<file path="src/rtl/imm_enc.sv">
// RV32I instruction encoder: packs register/function fields and an immediate
// into a 32-bit word per format, flags unrepresentable immediates, and queues results in a 2-entry FIFO.
`timescale 1ns/1ps
module imm_enc #(
  parameter int CNT_W = 16
) (
  input  logic             clk,
  input  logic             resetn,
  input  logic             in_valid,
  output logic             in_ready,
  input  logic [2:0]       fmt,
  input  logic [6:0]       opcode,
  input  logic [4:0]       rd,
  input  logic [4:0]       rs1,
  input  logic [4:0]       rs2,
  input  logic [2:0]       funct3,
  input  logic [6:0]       funct7,
  input  logic [31:0]      imm,
  output logic             out_valid,
  input  logic             out_ready,
  output logic [31:0]      out_instr,
  output logic             out_err,
  output logic             err_seen,
  output logic [CNT_W-1:0] count
);

  // Returns {err, word}; erroneous immediates are still encoded from their low bits.
  function automatic logic [32:0] encode(
    input logic [2:0]  f,
    input logic [6:0]  op,
    input logic [4:0]  d,
    input logic [4:0]  s1,
    input logic [4:0]  s2,
    input logic [2:0]  f3,
    input logic [6:0]  f7,
    input logic [31:0] im
  );
    logic [31:0] w;
    logic        e;
    w = '0;
    e = 1'b0;
    case (f)
      3'd0: w = {f7, s2, s1, f3, d, op};
      3'd1: begin
        w = {im[11:0], s1, f3, d, op};
        e = (im[31:11] != {21{im[11]}});
      end
      3'd2: begin
        w = {im[11:5], s2, s1, f3, im[4:0], op};
        e = (im[31:11] != {21{im[11]}});
      end
      3'd3: begin
        w = {im[12], im[10:5], s2, s1, f3, im[4:1], im[11], op};
        e = im[0] | (im[31:12] != {20{im[12]}});
      end
      3'd4: begin
        w = {im[31:12], d, op};
        e = |im[11:0];
      end
      3'd5: begin
        w = {im[20], im[10:1], im[11], im[19:12], d, op};
        e = im[0] | (im[31:20] != {12{im[20]}});
      end
      default: begin
        w = '0;
        e = 1'b1;
      end
    endcase
    return {e, w};
  endfunction

  logic [32:0]      mem_q [0:1];
  logic [32:0]      mem_d [0:1];
  logic             wr_ptr_q, wr_ptr_d;
  logic             rd_ptr_q, rd_ptr_d;
  logic [1:0]       occ_q, occ_d;
  logic             err_seen_q, err_seen_d;
  logic [CNT_W-1:0] count_q, count_d;
  logic [32:0]      enc;
  logic [32:0]      head;
  logic             push, pop;

  assign enc       = encode(fmt, opcode, rd, rs1, rs2, funct3, funct7, imm);
  assign in_ready  = ~occ_q[1];
  assign out_valid = |occ_q;
  assign head      = mem_q[rd_ptr_q];
  // Storage is not reset; gating by out_valid gives zero outputs when empty.
  assign out_instr = out_valid ? head[31:0] : 32'd0;
  assign out_err   = out_valid & head[32];
  assign err_seen  = err_seen_q;
  assign count     = count_q;
  assign push      = in_valid & in_ready;
  assign pop       = out_valid & out_ready;

  always_comb begin
    mem_d      = mem_q;
    wr_ptr_d   = wr_ptr_q ^ push;
    rd_ptr_d   = rd_ptr_q ^ pop;
    occ_d      = occ_q;
    err_seen_d = err_seen_q | (push & enc[32]);
    count_d    = count_q + {{(CNT_W-1){1'b0}}, pop};
    if (push) begin
      mem_d[wr_ptr_q] = enc;
    end
    case ({push, pop})
      2'b10:   occ_d = occ_q + 2'd1;
      2'b01:   occ_d = occ_q - 2'd1;
      default: occ_d = occ_q;
    endcase
  end

  always_ff @(posedge clk or negedge resetn) begin
    if (!resetn) begin
      wr_ptr_q   <= 1'b0;
      rd_ptr_q   <= 1'b0;
      occ_q      <= 2'd0;
      err_seen_q <= 1'b0;
      count_q    <= '0;
    end else begin
      wr_ptr_q   <= wr_ptr_d;
      rd_ptr_q   <= rd_ptr_d;
      occ_q      <= occ_d;
      err_seen_q <= err_seen_d;
      count_q    <= count_d;
    end
  end

  always_ff @(posedge clk) begin
    mem_q[0] <= mem_d[0];
    mem_q[1] <= mem_d[1];
  end

endmodule

</file>
<file path="config.mk">
export PLATFORM = sky130hd
export DESIGN_NAME = imm_enc
export DESIGN_NICKNAME = d
export VERILOG_FILES = /design/src/rtl/imm_enc.sv
export SDC_FILE = /design/constraint.sdc
export NUM_CORES = 1
export LEC_CHECK = 0
export CAP_MARGIN = 20
export CORE_MARGIN = 2
export CORE_UTILIZATION = 48
export DETAILED_ROUTE_END_ITERATION = 10
export GPL_TIMING_DRIVEN = 0
export PLACE_DENSITY = 0.9
export SLEW_MARGIN = 20
export SYNTH_ARGS = -nofsm -noshare
export SYNTH_HDL_FRONTEND = slang
export SYNTH_SLANG_ARGS = --single-unit
</file>
<file path="constraint.sdc">
create_clock -name clk -period 2.55 [get_ports clk]
set_input_delay 0.765 -clock clk [delete_from_list [all_inputs] [get_ports clk]]
set_output_delay 0.765 -clock clk [all_outputs]
set_load 0.005 [all_outputs]
</file>
==> flow_summary.json, run 1 <==
{
  "synth_area_mm2": 0.00434,
  "cp_max_fo": 10,
  "die_h_um": 99.0,
  "clock_latency_ns": 0.35,
  "critical_path.top_delay_family": "buffers and inverters",
  "core_area_mm2": 0.00872,
  "path_buf_inv": 2,
  "cp_slowest_stage_delay_ns": 0.52,
  "fin_hold_ws_ns": 0.481,
  "avgViaCountPerCell": 5.58,
  "regToRegStartpoint": "occ_q[0]$_DFFE_PN0P_",
  "grt_pass1_vias": 3476,
  "routed_wl_um": 10900,
  "critPathRequiredTime_ns": 1.79,
  "numPortBuffers": 119,
  "hp-class": "flop to flop",
  "maxSlewViolCount": 0,
  "setup_violations": 0,
  "cp-start-kind": "flop",
  "dp.cells": 605,
  "worst_slew_pin_slew_ns": 0.892,
  "ys_seq_area_frac": 0.578,
  "finalClockSkew_ns": 0.0108,
  "drtIter0Drc": 222,
  "vias": 3494,
  "drt_pass1_iterations": 5,
  "avgRoutedWirePerCell_um": 17.4,
  "grt_util_all_layers": 0.218,
  "start_util": 0.497,
  "synth_cell_types": 50,
  "numCtsBuffers": 9,
  "finalCritPeriodShare": 0.988,
  "hold_viol": 0,
  "max_cap_violations": 0,
  "gr-total-overflow": 0,
  "cp.depth": 4,
  "r2r_cells": 10,
  "status": "completed",
  "syn_inst": 376,
  "yosysWarnings": 0,
  "die_area_mm2": 0.00981,
  "finalCoreUtilization": 0.699,
  "place_area_mm2": 0.00571,
  "antenna_found_initial": 0,
  "h-tree-depth": 3,
  "ys_ff_latch": 87,
  "async_flop_share": 0.241,
  "n_antenna_cell": 0,
  "clkSlewWorstSetupHoldPaths_ns": 0.08,
  "critPathCaptureType": "output port",
  "dp_slack_ns": -0.433,
  "std_cell_rows": 34,
  "synth-edff-count": 66,
  "syn2layout_area_growth_pct": 40.7,
  "antenna_left": 0,
  "cts_sinks": 87,
  "relSlewSlack": 0.403,
  "hpwl_um": 8050,
  "rsz0062_at_grt": "true",
  "cts.path.max_buffers": 2,
  "whs_path_depth": 1,
  "worstPathArrival_ns": 1.75,
  "cts_tree": "built",
  "path_cells": "buf_12 > mux2i_1 > nor2_1 > clkdlybuf4s50_1",
  "gp_congestion": 0.910,
  "syn_area_per_cell_um2": 11.5,
  "crit_path_top_delay_cell": "clkdlybuf4s50_1",
  "grt_pass1_wl_um": 16800,
  "timing.fmax_mhz": 397,
  "worstSetupPathType": "flop to output port",
  "fin_nets": 589,
  "fin_ws_ns": 0.0305,
  "peakVddDrop_v": 0.000300,
  "yosys_most_used_dff": "edfxtp_1",
  "num_io_pins": 123,
  "drive_above_1_share": 0.106,
  "fin_area_mm2": 0.00610,
  "cts-root-buf": "clkbuf_8",
  "post-route-drc-count": 0,
  "min_period_ns": 2.52,
  "die_w_um": 99.0,
  "power.leakage_nw": 2.67,
  "crit_start": "rd_ptr_q$_DFF_PN0_",
  "grt_max_degree": 26,
  "fin_cells": 626,
  "p_per_area_mw_per_mm2": 821,
  "worstHoldStart": "err_seen$_DFF_PN0_",
  "syn-num-nets": 452
}
final timing paths:
path,slack (ns),end
worst max-delay path,0.03,out_instr[26]
worst min-delay path,0.48,err_seen$_DFF_PN0_
worst max register to register,0.36,count[14]$_DFF_PN0_
worst min register to register,0.48,err_seen$_DFF_PN0_
max in group asynchronous,1.03,rd_ptr_q$_DFF_PN0_
min in group asynchronous,0.92,count[11]$_DFF_PN0_
power by group:
group | switching [mW] | leakage, nW | total (mW) | internal [mW]
clock | 0.462 | 0.103 | 0.926 | 0.463
sequential | 0.147 | 0.879 | 1.99 | 1.84
combinational | 0.907 | 1.69 | 2.09 | 1.18
total | 1.52 | 2.67 | 5.01 | 3.49
cells by family (layout without fill, tap and decap cells):
kind of cell             count (synthesis)  in the layout  synth area share
multiplexers                            43             43             0.100
adder cells (fa/ha/maj)                  5              5            0.0144
AO/OA/AOI/OAI                           53             53            0.0805
buffers and inverters                   32            174            0.0320
XOR/XNOR                                18             18            0.0364
AND/OR/NAND/NOR                        138            138             0.158
flip-flops                              87             87             0.578
repair_timing:
action                     in CTS  in global routing
resized for setup              20                 37
setup endpoints to repair      36                 33
pin swaps                       1                  6
hold endpoints to repair        0                  0
hold buffers                    0                  0
buffers inserted                3                  3
cells in the final DEF (no fill, tap or decap), drive strengths merged, types with 10 or more instances in the layout:
| cell | Yosys | layout |
|---|---|---|
| o21ai | 22 | 22 |
| nor2 | 54 | 54 |
| inv | 15 | 15 |
| dlymetal6s2s | 0 | 29 |
| xnor2 | 12 | 12 |
| and2 | 10 | 10 |
| clkdlybuf4s50 | 0 | 88 |
| clkbuf | 14 | 24 |
| mux2i | 40 | 40 |
| a21oi | 10 | 10 |
| dfrtp | 21 | 21 |
| buf | 3 | 14 |
| nand2 | 33 | 33 |
| edfxtp | 66 | 66 |
layer usage:
| metal | vias to the layer above | part of all wire | track usage |
|---|---|---|---|
| met5 | - | 0 | 0 |
| met4 | 0 | 0.013 | 0.0643 |
| met3 | 17 | 0.069 | 0.0447 |
| met2 | 163 | 0.51 | 0.372 |
| met1 | 1685 | 0.41 | 0.283 |
| li1 | 1629 | - | - |
cell type report:
type	count	area, um^2
fill	640	2620
sequential	87	2510
multi-input combinational	257	1720
timing repair buffer	127	1350
clock buffer	14	181
tap	108	135
buffer	16	134
inverter	15	56.3
clock inverter	2	13.8
sequential cells by signal (all words and copies together) (netlist names):
signal / flops
mem_q: 66
wr_ptr_q: 1
occ_q: 2
count: 16
rd_ptr_q: 1
err_seen: 1
metrics by stage:
stage	setup TNS, ns	power [mW]
floorplan	0	2.88
CTS	0	5.02
detailed placement	-10.56	4.01
global placement	-43.76	3.90
finish	0	5.01
global route	-0.0753	5.26
cells in the mapped netlist (all sizes together), types with 2 or more instances:
library cell / instances / area (um^2)
mux2: 3 / 33.8
and3: 5 / 32.5
xnor2: 12 / 105
inv: 15 / 56.3
dfrtp: 21 / 526
a22o: 5 / 43.8
ha: 5 / 62.6
nand2: 33 / 124
o21ai: 22 / 110
nand4: 6 / 43.8
buf: 3 / 30.0
nor4: 6 / 37.5
a2111oi: 2 / 23.8
and2: 10 / 63.8
nand3: 7 / 35.0
mux2i: 40 / 400
and4: 4 / 41.3
edfxtp: 66 / 1980
clkbuf: 14 / 52.6
a22oi: 5 / 37.5
nor2: 54 / 203
nor3: 2 / 10.0
a21oi: 10 / 50.1
xor2: 6 / 52.6
and2b: 3 / 25.0
(Power assumes the default switching activity.)
==> run 2: changes to the inputs <==
GPL_TIMING_DRIVEN = not set   (was 0)
SLEW_MARGIN = not set   (was 20)
==> run 2 against run 1 <==
  * Global-route usage rose by 0.81 points
  * Die area unchanged
  * Largest cell class unchanged
  * Total power is 0.70% higher
  * Register-to-register slack improved by 0.11 ns
  * Highest routed layer unchanged
  * Design area grew 2.0%
  * First-iteration DRC count shrank 42%
  * Count of clock-buffer cells in the layout down 1
==> flow_summary.json, run 2 (synthesized netlist as in run 1, its figures left out) <==
{
  "fin_tns_setup_ns": 0,
  "die_area_mm2": 0.00981,
  "post-route-drc-count": 0,
  "p_int_mw": 3.51,
  "rsz0062_at_grt": "true",
  "pwr-share-seq": 0.394,
  "drtIter0Drc": 128,
  "peakVddDrop_v": 0.000391,
  "cts-root-buf": "clkbuf_8",
  "n_antenna_cell": 0,
  "grt_pass1_wl_um": 17400,
  "top_register": "mem_q",
  "cts_tree": "built",
  "largest_reg_flops": 66,
  "numPortBuffers": 122,
  "dp_slack_ns": -0.221,
  "dp.cells": 623,
  "gp_congestion": 0.881,
  "grt_max_degree": 34,
  "grt_pass1_vias": 3612,
  "avgViaCountPerCell": 5.39,
  "fin_area_mm2": 0.00622,
  "hp-class": "flop to flop",
  "syn2layout_area_growth_pct": 43.5,
  "power_switching_mw": 1.53,
  "fin_hold_ws_ns": 0.481,
  "p_clk_frac": 0.175,
  "fin_cells": 647,
  "combPwrFrac": 0.431,
  "cp_max_fo": 14,
  "crit_path_top_delay_cell": "clkdlybuf4s50_1",
  "min_period_ns": 2.51,
  "cts.path.max_buffers": 2,
  "postCtsHoldBufs": 0,
  "routed_wl_um": 10800,
  "hpwl_um": 8000,
  "worstSetupPathType": "flop to output port",
  "n_fill_cell": 628,
  "path_buf_inv": 2,
  "max_cap_violations": 0,
  "die_h_um": 99.0,
  "die_w_um": 99.0,
  "worst_slew_pin_slew_ns": 0.508,
  "p_per_area_mw_per_mm2": 810,
  "hold_viol": 0,
  "setup_violations": 0,
  "finalCritPeriodShare": 0.985,
  "timing.fmax_mhz": 398,
  "start_util": 0.497,
  "critPathRequiredTime_ns": 1.79,
  "swShare": 0.304,
  "avgRoutedWirePerCell_um": 16.7,
  "gr-total-overflow": 0,
  "mostFrequentLayoutCell": "clkdlybuf4s50_1",
  "cp-start-kind": "flop",
  "cp_slowest_stage_delay_ns": 0.55,
  "place_area_mm2": 0.00591,
  "finalClockSkew_ns": 0.0216,
  "power.leakage_nw": 2.62,
  "relSlewSlack": 0.660,
  "fin_nets": 610,
  "maxSlewViolCount": 0,
  "status": "completed",
  "num_io_pins": 123,
  "critPathCaptureType": "output port",
  "grt_util_all_layers": 0.226,
  "final_cell_mix": "106 x clkdlybuf4s50_1, 66 x edfxtp_1, 53 x nor2_1",
  "antenna_found_initial": 0,
  "drive_above_1_share": 0.143,
  "worstPathArrival_ns": 1.75,
  "vias": 3485,
  "numCtsBuffers": 9,
  "clkSlewWorstSetupHoldPaths_ns": 0.08,
  "finalCoreUtilization": 0.713,
  "std_cell_rows": 34,
  "cts_sinks": 87,
  "path_cells": "buf_12 > mux2i_1 > nor2_1 > clkdlybuf4s50_1",
  "h-tree-depth": 3,
  "p_total_mw": 5.04,
  "clock_latency_ns": 0.35,
  "fin_ws_ns": 0.0373,
  "antenna_left": 0,
  "core_area_mm2": 0.00872,
  "drt_pass1_iterations": 5,
  "critical_path.top_delay_family": "buffers and inverters"
}
## run 2: timing repair
| item | CTS | global route |
|---|---|---|
| endpoints found under the hold margin | 0 | 0 |
| setup endpoints to repair | 34 | 29 |
| cloned | 1 | 0 |
| pin swaps | 0 | 1 |
| gates resized for setup | 6 | 18 |
| buffers inserted | 1 | 6 |
## run 2: layout make-up
class,instances,area (um^2),share of cell area
Clock buffer,13,160,0.0257
Timing Repair Buffer,164,1640,0.263
Sequential cell,87,2510,0.403
Clock inverter,3,17.5,0.00282
Multi-Input combinational cell,257,1700,0.274
Tap cell,108,135,0.0217
Inverter,15,56.3,0.00905
## run 2: path summary, 6_finish.rpt
check                                           from                  end  slack (ns)  depth (start not counted)
worst max-delay path              rd_ptr_q$_DFF_PN0_              out_err        0.04                          4
worst min-delay path             count[15]$_DFF_PN0_  count[15]$_DFF_PN0_        0.48                          1
worst max register to register  occ_q[0]$_DFFE_PN0P_  count[14]$_DFF_PN0_        0.47                         10
worst min register to register   count[15]$_DFF_PN0_  count[15]$_DFF_PN0_        0.48                          1
max in group asynchronous                     resetn  count[10]$_DFF_PN0_        1.25                          2
min in group asynchronous                     resetn  count[11]$_DFF_PN0_        0.76                          1
## run 2: power groups by stage
stage / sequential, mW / clock (mW) / combinational [mW]
after global routing: 2.01 / 0.948 / 2.35
after global placement: 2.00 / 0 / 1.99
after CTS: 1.98 / 0.899 / 2.13
final: 1.98 / 0.882 / 2.17
after floorplan: 1.97 / 0 / 0.913
after detailed placement: 2.02 / 0 / 2.05
## run 2: layer usage
metal  global-route usage  vias up  routed length, um
met2                0.399      141               5480
met1                0.280     1651               4430
li1                     -     1676                  -
met4               0.0822        0                198
met3               0.0383       17                673
met5                    0        -                  0
==> run 3: changes to the inputs <==
CORE_MARGIN = 1   (was 2)
CTS_BUF_LIST = sky130_fd_sc_hd__clkbuf_4 sky130_fd_sc_hd__clkbuf_8 sky130_fd_sc_hd__clkbuf_16   (was not set)
==> run 3 against run 2 <==
  * Count of clock-buffer cells in the layout fell by 4
  * Critical endpoint is now out_instr[31]
  * Critical path depth is the same
  * Register-to-register slack better by 0.02 ns
  * Largest cell class unchanged
  * Sequential power hardly changed
==> flow_summary.json, run 3 (synthesized netlist as in run 1, its figures left out) <==
{
  "hold_end": "err_seen$_DFF_PN0_",
  "r2r_slack_ns": 0.49,
  "drtIter0Drc": 127,
  "fin_area_mm2": 0.00624,
  "start_util": 0.497,
  "pwr-share-seq": 0.385,
  "dp_slack_ns": -0.254,
  "path_cells": "buf_12 > mux2i_1 > nor2_1 > clkdlybuf4s50_1",
  "clock_latency_ns": 0.34,
  "fin_ws_ns": 0.0455,
  "min_period_ns": 2.50,
  "crit_path_top_delay_cell": "clkdlybuf4s50_1",
  "grt_pass1_vias": 3546,
  "whs_path_depth": 1,
  "cts_tree": "built",
  "cts.path.max_buffers": 2,
  "p_per_area_mw_per_mm2": 821,
  "combPwrFrac": 0.406,
  "p_total_mw": 5.12,
  "relSlewSlack": 0.722,
  "die_h_um": 97.0,
  "top_register": "mem_q",
  "path_buf_inv": 2,
  "finalClockSkew_ns": 0.0144,
  "r2r-end": "count[14]$_DFF_PN0_",
  "r2r_cells": 10,
  "worst_slew_pin_slew_ns": 0.407,
  "n_antenna_cell": 0,
  "largest_reg_flops": 66,
  "critPathRequiredTime_ns": 1.79,
  "maxSlewViolCount": 0,
  "hpwl_um": 7690,
  "fin_hold_ws_ns": 0.472,
  "num_io_pins": 123,
  "clkSlewWorstSetupHoldPaths_ns": 0.09,
  "grt_max_degree": 35,
  "power.leakage_nw": 2.67,
  "critical_path.top_delay_family": "buffers and inverters",
  "finalCoreUtilization": 0.715,
  "drt_pass1_iterations": 4,
  "cp_max_fo": 17,
  "numPortBuffers": 122,
  "n_fill_cell": 620,
  "drive_above_1_share": 0.133,
  "grt_util_all_layers": 0.223,
  "die_w_um": 97.0,
  "place_area_mm2": 0.00593,
  "peakVddDrop_v": 0.000420,
  "hp-class": "flop to flop",
  "core_area_mm2": 0.00872,
  "final_cell_mix": "104 x clkdlybuf4s50_1, 66 x edfxtp_1, 53 x nor2_1",
  "timing.fmax_mhz": 399,
  "worstSetupPathType": "flop to output port",
  "post-route-drc-count": 0,
  "avgRoutedWirePerCell_um": 16.4,
  "swShare": 0.302,
  "numCtsBuffers": 9,
  "status": "completed",
  "antenna_left": 0,
  "cts-root-buf": "clkbuf_8",
  "std_cell_rows": 34,
  "h-tree-depth": 3,
  "cp_slowest_stage_delay_ns": 0.54,
  "p_int_mw": 3.58,
  "dp.cells": 623,
  "grt_pass1_wl_um": 16600,
  "avgViaCountPerCell": 5.41,
  "worstPathArrival_ns": 1.74,
  "setup_violations": 0,
  "vias": 3465,
  "die_area_mm2": 0.00942,
  "fin_tns_setup_ns": 0,
  "fin_nets": 603,
  "routed_wl_um": 10500,
  "gp_congestion": 0.870,
  "finalCritPeriodShare": 0.982,
  "cts_sinks": 87,
  "fin_cells": 640,
  "critPathCaptureType": "output port",
  "p_clk_frac": 0.209,
  "syn2layout_area_growth_pct": 43.9,
  "regToRegStartpoint": "occ_q[0]$_DFFE_PN0P_",
  "power_switching_mw": 1.55,
  "worstHoldStart": "err_seen$_DFF_PN0_",
  "mostFrequentLayoutCell": "clkdlybuf4s50_1",
  "max_cap_violations": 0,
  "hold_viol": 0,
  "antenna_found_initial": 0,
  "cp-start-kind": "flop",
  "gr-total-overflow": 0
}
[run 3: power by group through the flow]
stage / Combinational, mW / Clock (mW) / Sequential, mW
CTS: 2.09 / 1.09 / 1.96
global route: 2.24 / 1.15 / 2.00
detailed placement: 2.08 / 0 / 1.99
finish: 2.08 / 1.07 / 1.97
global placement: 2.03 / 0 / 1.97
floorplan: 0.913 / 0 / 1.97
[run 3: worst max path at each step]
stage,start,end,slack [ns],cells after the start
final,rd_ptr_q$_DFF_PN0_,out_instr[31],0.05,4
after global routing,rd_ptr_q$_DFF_PN0_,out_instr[31],-0.002,4
after detailed placement,imm[25],err_seen$_DFF_PN0_,-0.25,7
after global placement,imm[25],err_seen$_DFF_PN0_,-0.19,7
after CTS,rd_ptr_q$_DFF_PN0_,out_instr[16],0.002,4
after floorplan,fmt[0],err_seen$_DFF_PN0_,0.32,7
[run 3: cell type report]
cell class,count,area (um^2),share of cell area
tap,108,135,0.0217
clock buffer,9,124,0.0199
inverter,15,56.3,0.00903
multi-input combinational,257,1700,0.273
clock inverter,7,104,0.0167
timing repair buffer,157,1610,0.258
sequential,87,2510,0.402
[run 3: worst reg2reg max path: stages (launching register included)]
cell,delay (ns)
dfrtp_1,0.43
nor2_2,0.08
buf_4,0.16
inv_1,0.07
and2_1,0.18
ha_1,0.20
ha_1,0.17
nand3_1,0.09
or2_1,0.26
nor2_1,0.15
xor2_1,0.18
[run 3: per-layer routing]
metal | wire, um | global-route usage
met4 | 123 | 0.0666
met2 | 5490 | 0.401
met3 | 617 | 0.0282
met5 | 0 | 0
met1 | 4230 | 0.281
[run 3: what timing repair did]
item | in CTS | in global routing
gates resized for setup | 0 | 19
buffers inserted | 0 | 0
hold buffers | 0 | 0
setup endpoints to repair | 0 | 22
